### config.mk
export PLATFORM = sky130hd
export DESIGN_NAME = pipe_run_monitor
export DESIGN_NICKNAME = d
export VERILOG_FILES = /design/src/rtl/pipe_run_monitor.sv
export SDC_FILE = /design/constraint.sdc
export NUM_CORES = 1
export LEC_CHECK = 0
export ABC_AREA = 1
export ABC_CLOCK_PERIOD_IN_PS = 2800
export CAP_MARGIN = 10
export CORE_ASPECT_RATIO = 0.5
export CORE_MARGIN = 8
export CORE_UTILIZATION = 58
export CTS_CLUSTER_DIAMETER = 50
export DETAILED_ROUTE_END_ITERATION = 8
export PLACE_DENSITY = 0.87
export RECOVER_POWER = 50
export REMOVE_ABC_BUFFERS = 1
export SLEW_MARGIN = 20
export SYNTH_ARGS = -nofsm -noshare
export SYNTH_HDL_FRONTEND = slang
export SYNTH_SLANG_ARGS = --single-unit
### constraint.sdc
create_clock -name sysclk -period 2.8 [get_ports sysclk]
set_input_delay 0.84 -clock sysclk [delete_from_list [all_inputs] [get_ports sysclk]]
set_output_delay 0.84 -clock sysclk [all_outputs]
set_load 0.01 [all_outputs]
### src/rtl/pipe_run_monitor.sv
// Run controller/monitor for the pipelined processor: arms on start, counts RUN
// cycles and retired ops, stops on HALT_OP or timeout. Optional opcode history via TRACE_HIST_EN.
module pipe_run_monitor #(
  parameter int            OP_W       = 6,
  parameter int            CNT_W      = 32,
  parameter logic [OP_W-1:0] HALT_OP  = {OP_W{1'b1}},
  parameter int            TIMEOUT    = 100000,
  parameter int            HIST_DEPTH = 8
) (
  input  logic                          sysclk,
  input  logic                          rstd,
  input  logic                          start,
  input  logic                          abort,
  input  logic [OP_W-1:0]               op_w,
  input  logic                          op_vld,
  output logic                          busy,
  output logic                          done,
  output logic                          timed_out,
  output logic [CNT_W-1:0]              count,
  output logic [CNT_W-1:0]              retired,
  input  logic [$clog2(HIST_DEPTH)-1:0] hist_idx,
  output logic [OP_W-1:0]               hist_op
);

  localparam int IDX_W = $clog2(HIST_DEPTH);
  localparam logic [CNT_W-1:0] TO_LAST = (TIMEOUT == 0) ? '0 : CNT_W'(TIMEOUT - 1);

  typedef enum logic [1:0] {IDLE, ARM, RUN, DONE} state_t;

  state_t           state, state_nxt;
  logic             done_nxt, timed_out_nxt;
  logic [CNT_W-1:0] count_nxt, retired_nxt;
  logic             hist_clr, hist_wr;

  function automatic logic [CNT_W-1:0] sat_inc(input logic [CNT_W-1:0] v);
    return (&v) ? v : v + 1'b1;
  endfunction

  always_ff @(posedge sysclk or negedge rstd) begin
    if (!rstd) begin
      state     <= IDLE;
      busy      <= 1'b0;
      done      <= 1'b0;
      timed_out <= 1'b0;
      count     <= '0;
      retired   <= '0;
    end else begin
      state     <= state_nxt;
      busy      <= (state_nxt == ARM) || (state_nxt == RUN);
      done      <= done_nxt;
      timed_out <= timed_out_nxt;
      count     <= count_nxt;
      retired   <= retired_nxt;
    end
  end

  // op_w/op_vld are only looked at in RUN, so unknowns elsewhere cannot leak out.
  always_comb begin
    state_nxt     = state;
    done_nxt      = done;
    timed_out_nxt = timed_out;
    count_nxt     = count;
    retired_nxt   = retired;
    hist_clr      = 1'b0;
    hist_wr       = 1'b0;
    if (abort) begin
      state_nxt     = IDLE;
      done_nxt      = 1'b0;
      timed_out_nxt = 1'b0;
    end else begin
      case (state)
        IDLE, DONE: begin
          if (start) begin
            state_nxt     = ARM;
            done_nxt      = 1'b0;
            timed_out_nxt = 1'b0;
            count_nxt     = '0;
            retired_nxt   = '0;
            hist_clr      = 1'b1;
          end
        end
        ARM: state_nxt = RUN;
        RUN: begin
          count_nxt = sat_inc(count);
          if (op_vld) begin
            hist_wr = 1'b1;
          end
          if (op_vld && (op_w == HALT_OP)) begin
            state_nxt = DONE;
            done_nxt  = 1'b1;
          end else begin
            if (op_vld) begin
              retired_nxt = sat_inc(retired);
            end
            if ((TIMEOUT != 0) && (count == TO_LAST)) begin
              state_nxt     = DONE;
              timed_out_nxt = 1'b1;
            end
          end
        end
        default: state_nxt = IDLE;
      endcase
    end
  end

`ifdef TRACE_HIST_EN
  logic [OP_W-1:0]  hist_mem [HIST_DEPTH];
  logic [IDX_W-1:0] wr_ptr;
  logic [IDX_W-1:0] rd_ptr;

  always_ff @(posedge sysclk or negedge rstd) begin
    if (!rstd) begin
      wr_ptr <= '0;
      for (int i = 0; i < HIST_DEPTH; i++) hist_mem[i] <= '0;
    end else if (hist_clr) begin
      wr_ptr <= '0;
      for (int i = 0; i < HIST_DEPTH; i++) hist_mem[i] <= '0;
    end else if (hist_wr) begin
      hist_mem[wr_ptr] <= op_w;
      wr_ptr           <= wr_ptr + 1'b1;
    end
  end

  // Newest entry sits just behind the write pointer; wrap is implicit in IDX_W.
  assign rd_ptr  = wr_ptr - IDX_W'(1) - hist_idx;
  assign hist_op = hist_mem[rd_ptr];
`else
  logic hist_unused;
  assign hist_unused = &{1'b0, hist_idx, hist_clr, hist_wr};
  assign hist_op     = '0;
`endif

endmodule
== Yosys cells after proc, flatten, opt, wreduce, memory -nomap -nowiden ==
Cells that the tools add are included.
W data, S select, Z words.

* Reduce and logical (&&, ||, !) cells: 12
* Equal/unequal tests: 16
* Mux-type cells: 20
* Add/sub/neg operators: 2
* Bitwise gates (word level): 1

{| class="wikitable"
|+ Operators by type and width
! operator !! number
|-
| $mux W32 || 5
|-
| $pmux W32 S2 || 2
|-
| $add A32 B1 Y32 const B || 2
|-
| $reduce_and A32 Y1 || 2
|-
| $eq A32 B17 Y1 const B || 1
|-
| $ne A3 B3 Y1 const B || 4
|-
| $ne A2 B2 Y1 const B || 5
|-
| $mux W2 || 4
|-
| $reduce_and A4 Y1 || 2
|-
| $eq A2 B2 Y1 const B || 3
|-
| $eq A6 B6 Y1 const B || 1
|-
| $mux W1 || 6
|-
| $pmux W2 S3 || 1
|-
| $reduce_and A6 Y1 || 1
|-
| $eq A2 B1 Y1 const B || 2
|-
| $pmux W1 S2 || 2
|-
| $reduce_and A3 Y1 || 1
|-
| $reduce_bool A3 Y1 || 1
|-
| $logic_not A2 Y1 || 1
|-
| $reduce_bool A2 Y1 || 1
|-
| $reduce_or A2 Y1 || 1
|-
| $logic_and A1 B1 Y1 || 1
|-
| $logic_or A1 B1 Y1 || 1
|-
| $not A1 Y1 || 1
|}

* Output and inout bits: 73
* Register bits: 69
* Logic and storage cells: 57

== Depth between registers and ports, before layout ==
Gate-level depths: netlist of run 1.

* Word-level depth: 7
* Depth in mapped cells: 13
* Mapped depth without buffers: 12

== Worst setup path before layout of run 1 ==
Ideal clock, no wire load.

* Path kind: in2reg
* From: in start
* To: reg retired[21]
* Data arrival time: 1725 ps
* Cell stages on the path: 7
* Required time: 2735 ps
* Setup time: 65 ps
* Path buffers: 1
* Setup slack: 1010 ps
* Cell sequence: nor2_1 > nor3_2 > nand4_1 > inv_1 > buf_2 > nand2_1 > nand2_1

* Word-level cells in the longest chain between the ends: 2

{| class="wikitable"
|+ Ends and longest elaborated chain
! item !! line !! source
|-
| from (decl) || 12 || <nowiki>input logic start,</nowiki>
|-
| $ne A2 B2 Y1 (no source line) || n/a ||
|-
| $reduce_and A6 Y1 (no source line) || n/a ||
|-
| to (signal assigned) || 53 || <nowiki>retired <= retired_nxt;</nowiki>
|-
| to (decl) || 20 || <nowiki>output logic [CNT_W-1:0] retired,</nowiki>
|}

No other way between the ends.
A chain may end at the register's enable or synchronous reset.

== Worst setup path after layout of run 1 ==
* From: in start
* To: reg count[4]

* Word-level cells in the longest chain between the ends: 2

{| class="wikitable"
|+ Ends and longest elaborated chain
! item !! line !! source
|-
| $ne A2 B2 Y1 (no source line) || n/a ||
|-
| $reduce_and A4 Y1 (no source line) || n/a ||
|-
| to (signal assigned) || 52 || <nowiki>count <= count_nxt;</nowiki>
|-
| to (decl) || 19 || <nowiki>output logic [CNT_W-1:0] count,</nowiki>
|}

No other way between the ends.

==> reports/results.md, run 1 <==
Clock tree
* **post-CTS setup buffers** 0
* **root cell of the clock tree** sky130_fd_sc_hd__clkbuf_16
* **CTS resizes** 0
* **Max H-tree Level** 3
* **Skew-Pair Late Insertion Delay** 0.35 ns
* **cts-stage hold buffer count** 0
* **TritonCTS Sinks** 69
* **TritonCTS clock tree** done
* **clock transition at the registers of the reported paths** 0.06 ns
* **Clock Tree Buf Depth** 2
* **cts bufs inserted** 9

Worst setup path
* **CP max FO** 51
* **Reg2Reg Setup Slack** 0.38 ns
* **critical path start-end classification** in2reg
* **number of buffer and inverter stages on the critical path** 3
* **critical path data arrival time** 2.69 ns
* **Cell Chain, Critical Path** dlygate4sd3_1 > nor2_1 > nor3_2 > buf_4 > nand2_4 > inv_2 > nand2_1 > nand2_1
* **delay of the slowest cell on the worst path** 0.55 ns
* **Slowest cell on crit path** sky130_fd_sc_hd__dlygate4sd3_1
* **category of the worst setup path capture point** register
* **length in cells of the worst reg-to-reg path** 12
* **startpoint of the lowest-slack register-to-register path** count[0]$_DFFE_PN0P_
* **gate family responsible for the most delay along the worst path** buffers and inverters
* **required time of the critical path** 3.03 ns
* **Critical Path Most Common Cell** sky130_fd_sc_hd__nand2_1
* **crit path launch type** input port
* **terminus of the critical flop-to-flop path** count[4]$_DFFE_PN0P_

Hold path
* **Hold Crit Endpoint** done$_DFFE_PN0P_
* **worst hold stages** 2
* **beginning of the worst hold path** done$_DFFE_PN0P_
* **Hold Path Class** reg2reg

Cells and area
* **area added between synthesis and finish** 22.98%
* **register area** 1727 um2
* **number of fill cells in the layout** 650
* **fraction of layout cells with a size suffix above 1** 5.156%
* **combined area of the multi-input logic cells** 2753 um2
* **final non-filler cell total** 946
* **count of nets after finishing** 847
* **count of inserted antenna diode cells** 0

Logic synthesis
* **Yosys top cell by area** sky130_fd_sc_hd__dfrtp_1
* **Post-Synthesis Cell Area** 4852 um2
* **mean instance size in the synthesized netlist** 6.444 um2
* **count of yosys warnings during synthesis** 0
* **number of synthesized register bits** 69
* **synth unique cells** 37
* **cells taking the most area after synthesis** sky130_fd_sc_hd__dfrtp_1, sky130_fd_sc_hd__nand2_1, sky130_fd_sc_hd__nor2_1, sky130_fd_sc_hd__nand3_1, sky130_fd_sc_hd__xor2_1
* **proportion of synthesized chip area in sequential cells** 35.59%
* **cell count after synthesis** 753
* **share of Yosys cell area claimed by the top area cell type** 35.59%

Global route
* **overall routing resource usage** 23.62%
* **number of global-route vias before repair** 4,810
* **wire length of the first global-routing pass** 22,680 um
* **pin count of the biggest net entering global routing** 70
* **initial antenna violation count** 0
* **overflow left after global routing** 0

Placement
* **Final HPWL DP** 9804 um
* **routability congestion estimate** 0.9073
* **cell count after placement** 930
* **Port Buf Inserts** 77
* **DP Worst Slack** 0.1480 ns

Die
* **DIE AREA** 11,730 um2
* **die span in x** 145.4 um
* **Starting Density** 60.22%
* **total core area** 8058 um2
* **die extent in y** 80.68 um
* **placement row count** 23
* **io pins** 87

Timing
* **Fin Setup TNS** 0 ns
* **Setup-failing EPs final** 0
* **max-slew violation total from the final report** 70
* **Max transition margin** -15.13%
* **crit share post-route** 87.89%
* **Final WS setup** 0.3391 ns
* **Max Clock Skew** 0.006139 ns
* **setup repair after global routing missed its margin** false
* **fin crit period** 2.461 ns
* **worst-margin pin slew** 1.727 ns
* **f_max** 406.4 MHz
* **Hold Vio Cnt, Final** 0

Power
* **worst supply voltage drop on vdd** 0.0003670 V
* **overall power after layout** 3.028 mW
* **Power Dens Cells** 507.4 nW/um2
* **Static Leakage** 2.629 nW

Route
* **DRC violations left** 0
* **routed vias** 5,050
* **detailed-router iteration count before antenna repair** 5
* **detail-routed via count per cell** 5.338
* **remaining number of nets flagged by the antenna check after routing** 0
* **Wirelength per Cell** 14.39 um
* **First DRT Iteration DRCs** 464
* **final wirelength** 13,610 um

Run
* **number of maximum-capacitance constraint violations** 1

Run status
* **failing checks** max-capacitance violations, max-slew violations
* **status** complete, but fails checks

[flip-flops by register name, indices dropped and copies added, names as in the netlist]
signal and cells:
timed_out 1, count 32, retired 32, busy 1, state 2, done 1
[final cells by class]
| type | instances | share of cell area [%] |
|---|---|---|
| timing repair buffer | 83 | 13.50 |
| sequential | 69 | 28.94 |
| tap | 112 | 2.348 |
| clock inverter | 4 | 1.594 |
| inverter | 53 | 3.355 |
| multi-input combinational | 613 | 46.13 |
| clock buffer | 12 | 4.131 |
[Yosys cell counts]
| cell type | instances |
|---|---|
| sky130_fd_sc_hd__dfrtp_1 | 69 |
| sky130_fd_sc_hd__nor3b_1 | 2 |
| sky130_fd_sc_hd__nor2_4 | 3 |
| sky130_fd_sc_hd__nand3b_1 | 1 |
| sky130_fd_sc_hd__buf_4 | 7 |
| sky130_fd_sc_hd__xnor2_1 | 11 |
| sky130_fd_sc_hd__clkinv_2 | 1 |
| sky130_fd_sc_hd__and2_1 | 1 |
| sky130_fd_sc_hd__nand2_2 | 3 |
| sky130_fd_sc_hd__ha_1 | 4 |
| sky130_fd_sc_hd__o21bai_1 | 1 |
| sky130_fd_sc_hd__nand2_8 | 1 |
| sky130_fd_sc_hd__o21ai_1 | 20 |
| sky130_fd_sc_hd__inv_1 | 49 |
| sky130_fd_sc_hd__conb_1 | 1 |
| sky130_fd_sc_hd__nor3_2 | 1 |
| sky130_fd_sc_hd__a21oi_1 | 3 |
| sky130_fd_sc_hd__o21ai_0 | 4 |
| sky130_fd_sc_hd__nor3_1 | 10 |
| sky130_fd_sc_hd__and3_1 | 2 |
| sky130_fd_sc_hd__inv_2 | 3 |
| sky130_fd_sc_hd__xor2_1 | 24 |
| sky130_fd_sc_hd__a221oi_1 | 1 |
| sky130_fd_sc_hd__buf_6 | 8 |
| sky130_fd_sc_hd__a31oi_1 | 1 |
| sky130_fd_sc_hd__nand3_1 | 44 |
| sky130_fd_sc_hd__nand3_2 | 2 |
| sky130_fd_sc_hd__nand4_2 | 1 |
| sky130_fd_sc_hd__nand2_1 | 325 |
| sky130_fd_sc_hd__buf_2 | 4 |
| sky130_fd_sc_hd__nand2_4 | 2 |
| sky130_fd_sc_hd__nor2_1 | 126 |
| sky130_fd_sc_hd__nand4_1 | 7 |
| sky130_fd_sc_hd__clkbuf_1 | 3 |
| sky130_fd_sc_hd__buf_1 | 1 |
| sky130_fd_sc_hd__nor2_2 | 5 |
| sky130_fd_sc_hd__or2_2 | 2 |
[layer usage]
metal / vias up / part of all wire [%] / track usage [%]
met5: - / 0 / 0
met4: 0 / 3.0 / 9.784
met3: 43 / 6.3 / 5.493
met2: 207 / 48 / 41.62
met1: 2335 / 43 / 27.87
li1: 2465 / - / -
[stage by stage]
step	util, %	area (um2)	hold slack, ns
floorplan	-	4693	0.5288
global placement	70.20	5657	0.4896
detailed placement	70.20	5657	0.5044
CTS	74.44	5998	0.5166
global route	74.05	5967	0.5490
finish	74.05	5967	0.5107
[tightest hold or removal path: stages, from the launching register on]
cell and delay, ns:
sky130_fd_sc_hd__dfrtp_1 0.35, sky130_fd_sc_hd__a31oi_1 0.05, sky130_fd_sc_hd__nor2_1 0.07
[layout by cell type, fill, tap and decap left out, types with 2 or more instances in the layout]
cell type                         count
sky130_fd_sc_hd__clkbuf_16            9
sky130_fd_sc_hd__nand4_1              7
sky130_fd_sc_hd__nand2_1            326
sky130_fd_sc_hd__clkbuf_1             2
sky130_fd_sc_hd__and3_1               2
sky130_fd_sc_hd__xor2_1              24
sky130_fd_sc_hd__nor2_2               4
sky130_fd_sc_hd__bufinv_16            3
sky130_fd_sc_hd__nor2_4               3
sky130_fd_sc_hd__nor3b_1              2
sky130_fd_sc_hd__a21oi_1              3
sky130_fd_sc_hd__or2_2                2
sky130_fd_sc_hd__o21ai_1              8
sky130_fd_sc_hd__clkinv_2             2
sky130_fd_sc_hd__dfrtp_1             69
sky130_fd_sc_hd__inv_1               49
sky130_fd_sc_hd__o21ai_0             16
sky130_fd_sc_hd__inv_2                3
sky130_fd_sc_hd__clkbuf_2             2
sky130_fd_sc_hd__nand2_4              3
sky130_fd_sc_hd__nand3_2              2
sky130_fd_sc_hd__xnor2_1             11
sky130_fd_sc_hd__nand2_2              2
sky130_fd_sc_hd__nor3_1              10
sky130_fd_sc_hd__dlygate4sd3_1        9
sky130_fd_sc_hd__buf_4                4
sky130_fd_sc_hd__conb_1               6
sky130_fd_sc_hd__clkdlybuf4s50_1     67
sky130_fd_sc_hd__nor2_1             127
sky130_fd_sc_hd__nand3_1             44
sky130_fd_sc_hd__ha_1                 4
[kinds of logic after synthesis]
| kind of cell | after synthesis | synth area share [%] |
|---|---|---|
| xor+xnor | 35 | 6.318 |
| buf+inv | 76 | 7.787 |
| compound gates | 30 | 3.249 |
| other cells | 1 | 0.07729 |
| flops | 69 | 35.59 |
| fa+ha+maj | 4 | 1.032 |
| simple gates | 538 | 45.95 |
[power breakdown]
part / switching (mW) / internal, mW / total [mW]
sequential: 0.0401 / 1.03 / 1.07
clock: 0.440 / 0.893 / 1.33
combinational: 0.453 / 0.170 / 0.622
[worst max-delay path by stage]
| stage | start | end | slack, ns | cells after the start |
|---|---|---|---|---|
| floorplan | state[0]$_DFF_PN0_ | busy$_DFF_PN0_ | 0.59 | 7 |
| global placement | op_vld | retired[2]$_DFFE_PN0P_ | 0.21 | 7 |
| detailed placement | op_vld | retired[12]$_DFFE_PN0P_ | 0.15 | 7 |
| CTS | op_vld | retired[7]$_DFFE_PN0P_ | 0.50 | 7 |
| global route | retired[0]$_DFFE_PN0P_ | retired[25]$_DFFE_PN0P_ | 0.17 | 10 |
| finish | start | count[4]$_DFFE_PN0P_ | 0.34 | 8 |
Note: power is estimated with default switching activity, not from simulation.
==> run 2, diff against run 1 <==
--- a/config.mk
+++ b/config.mk
@@ -14,8 +14,8 @@
 export CTS_CLUSTER_DIAMETER = 50
 export DETAILED_ROUTE_END_ITERATION = 8
 export PLACE_DENSITY = 0.87
-export RECOVER_POWER = 50
 export REMOVE_ABC_BUFFERS = 1
+export SKIP_LAST_GASP = 1
 export SLEW_MARGIN = 20
 export SYNTH_ARGS = -nofsm -noshare
 export SYNTH_HDL_FRONTEND = slang
==> reports/results.md, run 2 (synthesized netlist as in run 1, its figures left out) <==
Cells and area
* **area added between synthesis and finish** 23.62%
* **count of inserted antenna diode cells** 0
* **count of nets after finishing** 847
* **fraction of layout cells with a size suffix above 1** 5.396%
* **top library cells by usage in the layout, fill and taps aside** sky130_fd_sc_hd__nand2_1, sky130_fd_sc_hd__nor2_1, sky130_fd_sc_hd__clkdlybuf4s50_1, sky130_fd_sc_hd__dfrtp_1, sky130_fd_sc_hd__inv_1
* **Layout Cell Area excl Fill** 5998 um2
* **registers with the highest flip-flop counts** count: 32 flops, retired: 32 flops, state: 2 flops
* **most common cell after layout, fill and taps aside** sky130_fd_sc_hd__nand2_1

Placement
* **Post-Place Cell Area** 5657 um2
* **routability congestion estimate** 0.9073
* **Final HPWL DP** 9804 um
* **Port Buf Inserts** 77
* **DP Worst Slack** 0.1480 ns

Route
* **detailed-router iteration count before antenna repair** 5
* **final wirelength** 13,630 um
* **First DRT Iteration DRCs** 443
* **detail-routed via count per cell** 5.299
* **remaining number of nets flagged by the antenna check after routing** 0
* **routed vias** 5,013
* **DRC violations left** 0
* **Wirelength per Cell** 14.41 um

Worst setup path
* **critical path data arrival time** 2.62 ns
* **Levels on crit path** 7
* **Critical Path Most Common Cell** sky130_fd_sc_hd__nand2_1
* **CP max FO** 12
* **Cell Chain, Critical Path** clkdlybuf4s50_1 > inv_1 > a21oi_1 > nand3_1 > nor2_1 > nand2_1 > nand2_1
* **category of the worst setup path capture point** register
* **gate family responsible for the most delay along the worst path** simple AND/OR/NAND/NOR gates
* **critical path start-end classification** in2reg
* **required time of the critical path** 3.07 ns
* **length in cells of the worst reg-to-reg path** 12
* **number of buffer and inverter stages on the critical path** 2
* **Slowest cell on crit path** sky130_fd_sc_hd__nor2_1
* **crit path launch type** input port
* **delay of the slowest cell on the worst path** 0.66 ns

Clock tree
* **cts bufs inserted** 9
* **root cell of the clock tree** sky130_fd_sc_hd__clkbuf_16
* **clock transition at the registers of the reported paths** 0.06 ns
* **Clock Tree Buf Depth** 2
* **cts-stage hold buffer count** 0
* **post-CTS setup buffers** 0
* **Skew-Pair Late Insertion Delay** 0.34 ns
* **TritonCTS Sinks** 69
* **TritonCTS clock tree** done
* **CTS resizes** 0
* **Max H-tree Level** 3

Global route
* **overflow left after global routing** 0
* **number of global-route vias before repair** 4,810
* **initial antenna violation count** 0
* **wire length of the first global-routing pass** 22,680 um
* **overall routing resource usage** 23.62%
* **pin count of the biggest net entering global routing** 70

Timing
* **Hold Vio Cnt, Final** 0
* **fin crit period** 2.347 ns
* **Max transition margin** 42.52%
* **Max Clock Skew** 0.005877 ns
* **Final WS setup** 0.4533 ns
* **max-slew violation total from the final report** 0
* **crit share post-route** 83.81%
* **Setup-failing EPs final** 0
* **worst-margin pin slew** 0.8590 ns
* **setup repair after global routing missed its margin** false
* **Fin Setup TNS** 0 ns
* **worst hold margin** 0.5128 ns
* **f_max** 426.1 MHz

Die
* **placement row count** 23
* **DIE AREA** 11,730 um2
* **io pins** 87
* **total core area** 8058 um2
* **Starting Density** 60.22%
* **die span in x** 145.4 um
* **die extent in y** 80.68 um

Run
* **number of maximum-capacitance constraint violations** 0

Power
* **Static Leakage** 2.611 nW
* **worst supply voltage drop on vdd** 0.0003627 V
* **Power Dens Cells** 508.0 nW/um2

Hold path
* **Hold Path Class** in2async

Run status
* **status** complete, no violations

==> run 2: stage by stage <==
| stage | utilization, % | instances | power [mW] |
|---|---|---|---|
| finish | 74.44 | 946 | 3.047 |
| global route | 74.44 | 946 | 3.173 |
| CTS | 74.44 | 946 | 3.046 |
| detailed placement | 70.20 | 930 | 1.724 |
| global placement | 70.20 | 930 | 1.707 |
| floorplan | - | 735 | 1.461 |
==> run 2: worst reg2reg max path, cell delays in order (launching register included) <==
cell and delay [ns]:
sky130_fd_sc_hd__dfrtp_1 0.50, sky130_fd_sc_hd__ha_1 0.33, sky130_fd_sc_hd__nand3_2 0.15, sky130_fd_sc_hd__inv_2 0.13
sky130_fd_sc_hd__nand2_4 0.09, sky130_fd_sc_hd__clkinv_2 0.07, sky130_fd_sc_hd__nand2_2 0.06, sky130_fd_sc_hd__nor2_4 0.10
sky130_fd_sc_hd__nand2_4 0.08, sky130_fd_sc_hd__nand2_8 0.26, sky130_fd_sc_hd__inv_2 0.18, sky130_fd_sc_hd__nand2_1 0.11
sky130_fd_sc_hd__nand2_1 0.06
==> run 2: metal layers <==
| metal | wire [um] | track usage [%] | part of all wire [%] |
|---|---|---|---|
| met1 | 5828 | 27.87 | 43 |
| met2 | 6570 | 41.62 | 48 |
| met3 | 834 | 5.493 | 6.1 |
| met4 | 399 | 9.784 | 2.9 |
| met5 | 0 | 0 | 0 |
==> run 2: worst paths after layout <==
| check | from | end | slack (ns) |
|---|---|---|---|
| max in group asynchronous | rstd | count[22]$_DFFE_PN0P_ | 1.97 |
| worst max register to register | count[0]$_DFFE_PN0P_ | count[4]$_DFFE_PN0P_ | 0.56 |
| min in group sysclk | done$_DFFE_PN0P_ | done$_DFFE_PN0P_ | 0.52 |
| worst min-delay path | rstd | retired[1]$_DFFE_PN0P_ | 0.51 |
| worst min register to register | done$_DFFE_PN0P_ | done$_DFFE_PN0P_ | 0.52 |
| worst max-delay path | op_vld | retired[7]$_DFFE_PN0P_ | 0.45 |
==> run 2: layout make-up <==
| class | count | area [um2] |
|---|---|---|
| clock buffer | 12 | 246.5 |
| timing repair buffer | 83 | 823.3 |
| clock inverter | 4 | 95.09 |
| sequential | 69 | 1727 |
| fill | 645 | 2059 |
| multi-input combinational | 613 | 2766 |
| tap | 112 | 140.1 |
| inverter | 53 | 200.2 |
==> run 2: power by group <==
part | total [mW] | internal (mW) | switching, mW | leakage [nW]
clock | 1.33 | 0.893 | 0.437 | 0.167
combinational | 0.644 | 0.183 | 0.460 | 1.48
sequential | 1.07 | 1.03 | 0.0408 | 0.961
total | 3.05 | 2.11 | 0.938 | 2.61
==> run 3, diff against run 2 <==
--- a/config.mk
+++ b/config.mk
@@ -6,14 +6,14 @@
 export NUM_CORES = 1
 export LEC_CHECK = 0
 export ABC_AREA = 1
-export ABC_CLOCK_PERIOD_IN_PS = 2800
+export ABC_CLOCK_PERIOD_IN_PS = 2200
 export CAP_MARGIN = 10
 export CORE_ASPECT_RATIO = 0.5
 export CORE_MARGIN = 8
-export CORE_UTILIZATION = 58
+export CORE_UTILIZATION = 54
 export CTS_CLUSTER_DIAMETER = 50
 export DETAILED_ROUTE_END_ITERATION = 8
-export PLACE_DENSITY = 0.87
+export PLACE_DENSITY = 0.82
 export REMOVE_ABC_BUFFERS = 1
 export SKIP_LAST_GASP = 1
 export SLEW_MARGIN = 20
==> constraint.sdc (replaced) <==
create_clock -name sysclk -period 2.2 [get_ports sysclk]
set_input_delay 0.66 -clock sysclk [delete_from_list [all_inputs] [get_ports sysclk]]
set_output_delay 0.66 -clock sysclk [all_outputs]
set_load 0.01 [all_outputs]
==> reports/results.md, run 3 (synthesized netlist as in run 1, its figures left out) <==
Worst setup path
* **gate family responsible for the most delay along the worst path** buffers and inverters
* **critical path data arrival time** 1.43 ns
* **startpoint of the lowest-slack register-to-register path** count[0]$_DFFE_PN0P_
* **launch point of the worst path** count[20]$_DFFE_PN0P_
* **Levels on crit path** 1
* **category of the worst setup path capture point** output pin
* **Reg2Reg Setup Slack** 0.27 ns
* **crit path launch type** register
* **required time of the critical path** 1.54 ns
* **number of buffer and inverter stages on the critical path** 1
* **CP max FO** 7
* **critical path start-end classification** reg2out
* **endpoint of the most critical setup path** count[20]
* **Cell Chain, Critical Path** clkdlybuf4s50_1
* **Slowest cell on crit path** sky130_fd_sc_hd__clkdlybuf4s50_1
* **terminus of the critical flop-to-flop path** count[0]$_DFFE_PN0P_
* **delay of the slowest cell on the worst path** 0.60 ns
* **length in cells of the worst reg-to-reg path** 12

Clock tree
* **root cell of the clock tree** sky130_fd_sc_hd__clkbuf_16
* **Clock Tree Buf Depth** 2
* **TritonCTS clock tree** done
* **Skew-Pair Late Insertion Delay** 0.34 ns
* **Max H-tree Level** 3
* **post-CTS setup buffers** 0
* **clock transition at the registers of the reported paths** 0.06 ns
* **cts bufs inserted** 9
* **TritonCTS Sinks** 69

Die
* **Starting Density** 55.72%
* **total core area** 8708 um2
* **DIE AREA** 12,460 um2
* **die extent in y** 83.03 um
* **die span in x** 150.1 um
* **io pins** 87
* **placement row count** 24

Placement
* **Final HPWL DP** 9996 um
* **routability congestion estimate** 0.8911
* **DP Worst Slack** -0.2369 ns
* **Post-Place Cell Area** 5816 um2
* **Port Buf Inserts** 77
* **cell count after placement** 947

Timing
* **Fin Setup TNS** 0 ns
* **worst-margin pin slew** 0.5489 ns
* **Setup-failing EPs final** 0
* **crit share post-route** 95.16%
* **worst hold margin** 0.1548 ns
* **Hold Vio Cnt, Final** 0
* **Max Clock Skew** 0.007096 ns
* **Final WS setup** 0.1064 ns
* **fin crit period** 2.094 ns
* **Max transition margin** 63.37%
* **setup repair after global routing missed its margin** false
* **f_max** 477.6 MHz
* **max-slew violation total from the final report** 0

Route
* **detailed-router iteration count before antenna repair** 5
* **detail-routed via count per cell** 5.177
* **routed vias** 4,985
* **final wirelength** 13,390 um
* **DRC violations left** 0
* **Wirelength per Cell** 13.91 um
* **First DRT Iteration DRCs** 329
* **remaining number of nets flagged by the antenna check after routing** 0

Power
* **Static Leakage** 2.686 nW
* **worst supply voltage drop on vdd** 0.0005775 V
* **Power Dens Cells** 640.5 nW/um2
* **overall power after layout** 3.935 mW

Cells and area
* **register area** 1727 um2
* **Layout Cell Area excl Fill** 6143 um2
* **most common cell after layout, fill and taps aside** sky130_fd_sc_hd__nand2_1
* **count of inserted antenna diode cells** 0
* **final non-filler cell total** 963
* **number of fill cells in the layout** 745
* **utilization after layout** 70.55%
* **registers with the highest flip-flop counts** count: 32 flops, retired: 32 flops, state: 2 flops
* **fraction of layout cells with a size suffix above 1** 7.092%
* **count of nets after finishing** 859
* **top library cells by usage in the layout, fill and taps aside** sky130_fd_sc_hd__nand2_1, sky130_fd_sc_hd__nor2_1, sky130_fd_sc_hd__clkdlybuf4s50_1, sky130_fd_sc_hd__dfrtp_1, sky130_fd_sc_hd__inv_1
* **area added between synthesis and finish** 26.61%
* **combined area of the multi-input logic cells** 2769 um2

Global route
* **pin count of the biggest net entering global routing** 28
* **overall routing resource usage** 21.83%
* **overflow left after global routing** 0
* **number of global-route vias before repair** 4,685
* **wire length of the first global-routing pass** 22,280 um
* **initial antenna violation count** 0

Hold path
* **Hold Path Class** in2async

Run status
* **status** complete, no violations

Run
* **number of maximum-capacitance constraint violations** 0

## run 3: layer usage
metal  wire length [um]  vias up  global-route usage (%)
met5                  0        -                       0
met4                260        0                   7.658
met3                694       24                   4.221
met2               6416      152                   36.59
met1               6023     2302                   27.50
li1                   -     2507                       -
## run 3: layout make-up
class / instances / area share, %
Timing Repair Buffer: 95 / 15.89
Inverter: 53 / 3.259
Tap cell: 117 / 2.383
Multi-Input combinational cell: 613 / 45.07
Sequential cell: 69 / 28.11
Clock inverter: 6 / 1.405
Clock buffer: 10 / 3.890
## run 3: repair_timing
action,CTS,global route
endpoints found under the setup margin,0,12
resized for setup,0,1
hold buffers,0,0
## run 3: worst min-delay path by stage
| stage | start | to | slack (ns) |
|---|---|---|---|
| finish | rstd | retired[4]$_DFFE_PN0P_ | 0.15 |
| detailed placement | rstd | retired[4]$_DFFE_PN0P_ | 0.51 |
| CTS | rstd | retired[4]$_DFFE_PN0P_ | 0.15 |
| floorplan | rstd | busy$_DFF_PN0_ | 0.36 |
| global placement | done$_DFFE_PN0P_ | done$_DFFE_PN0P_ | 0.49 |
| global route | rstd | retired[4]$_DFFE_PN0P_ | 0.15 |
## run 3: where the power goes
part	switching, mW	internal, mW	leakage, nW
registers	0.0357	1.31	0.961
clock network	0.556	1.02	0.158
logic	0.639	0.370	1.57
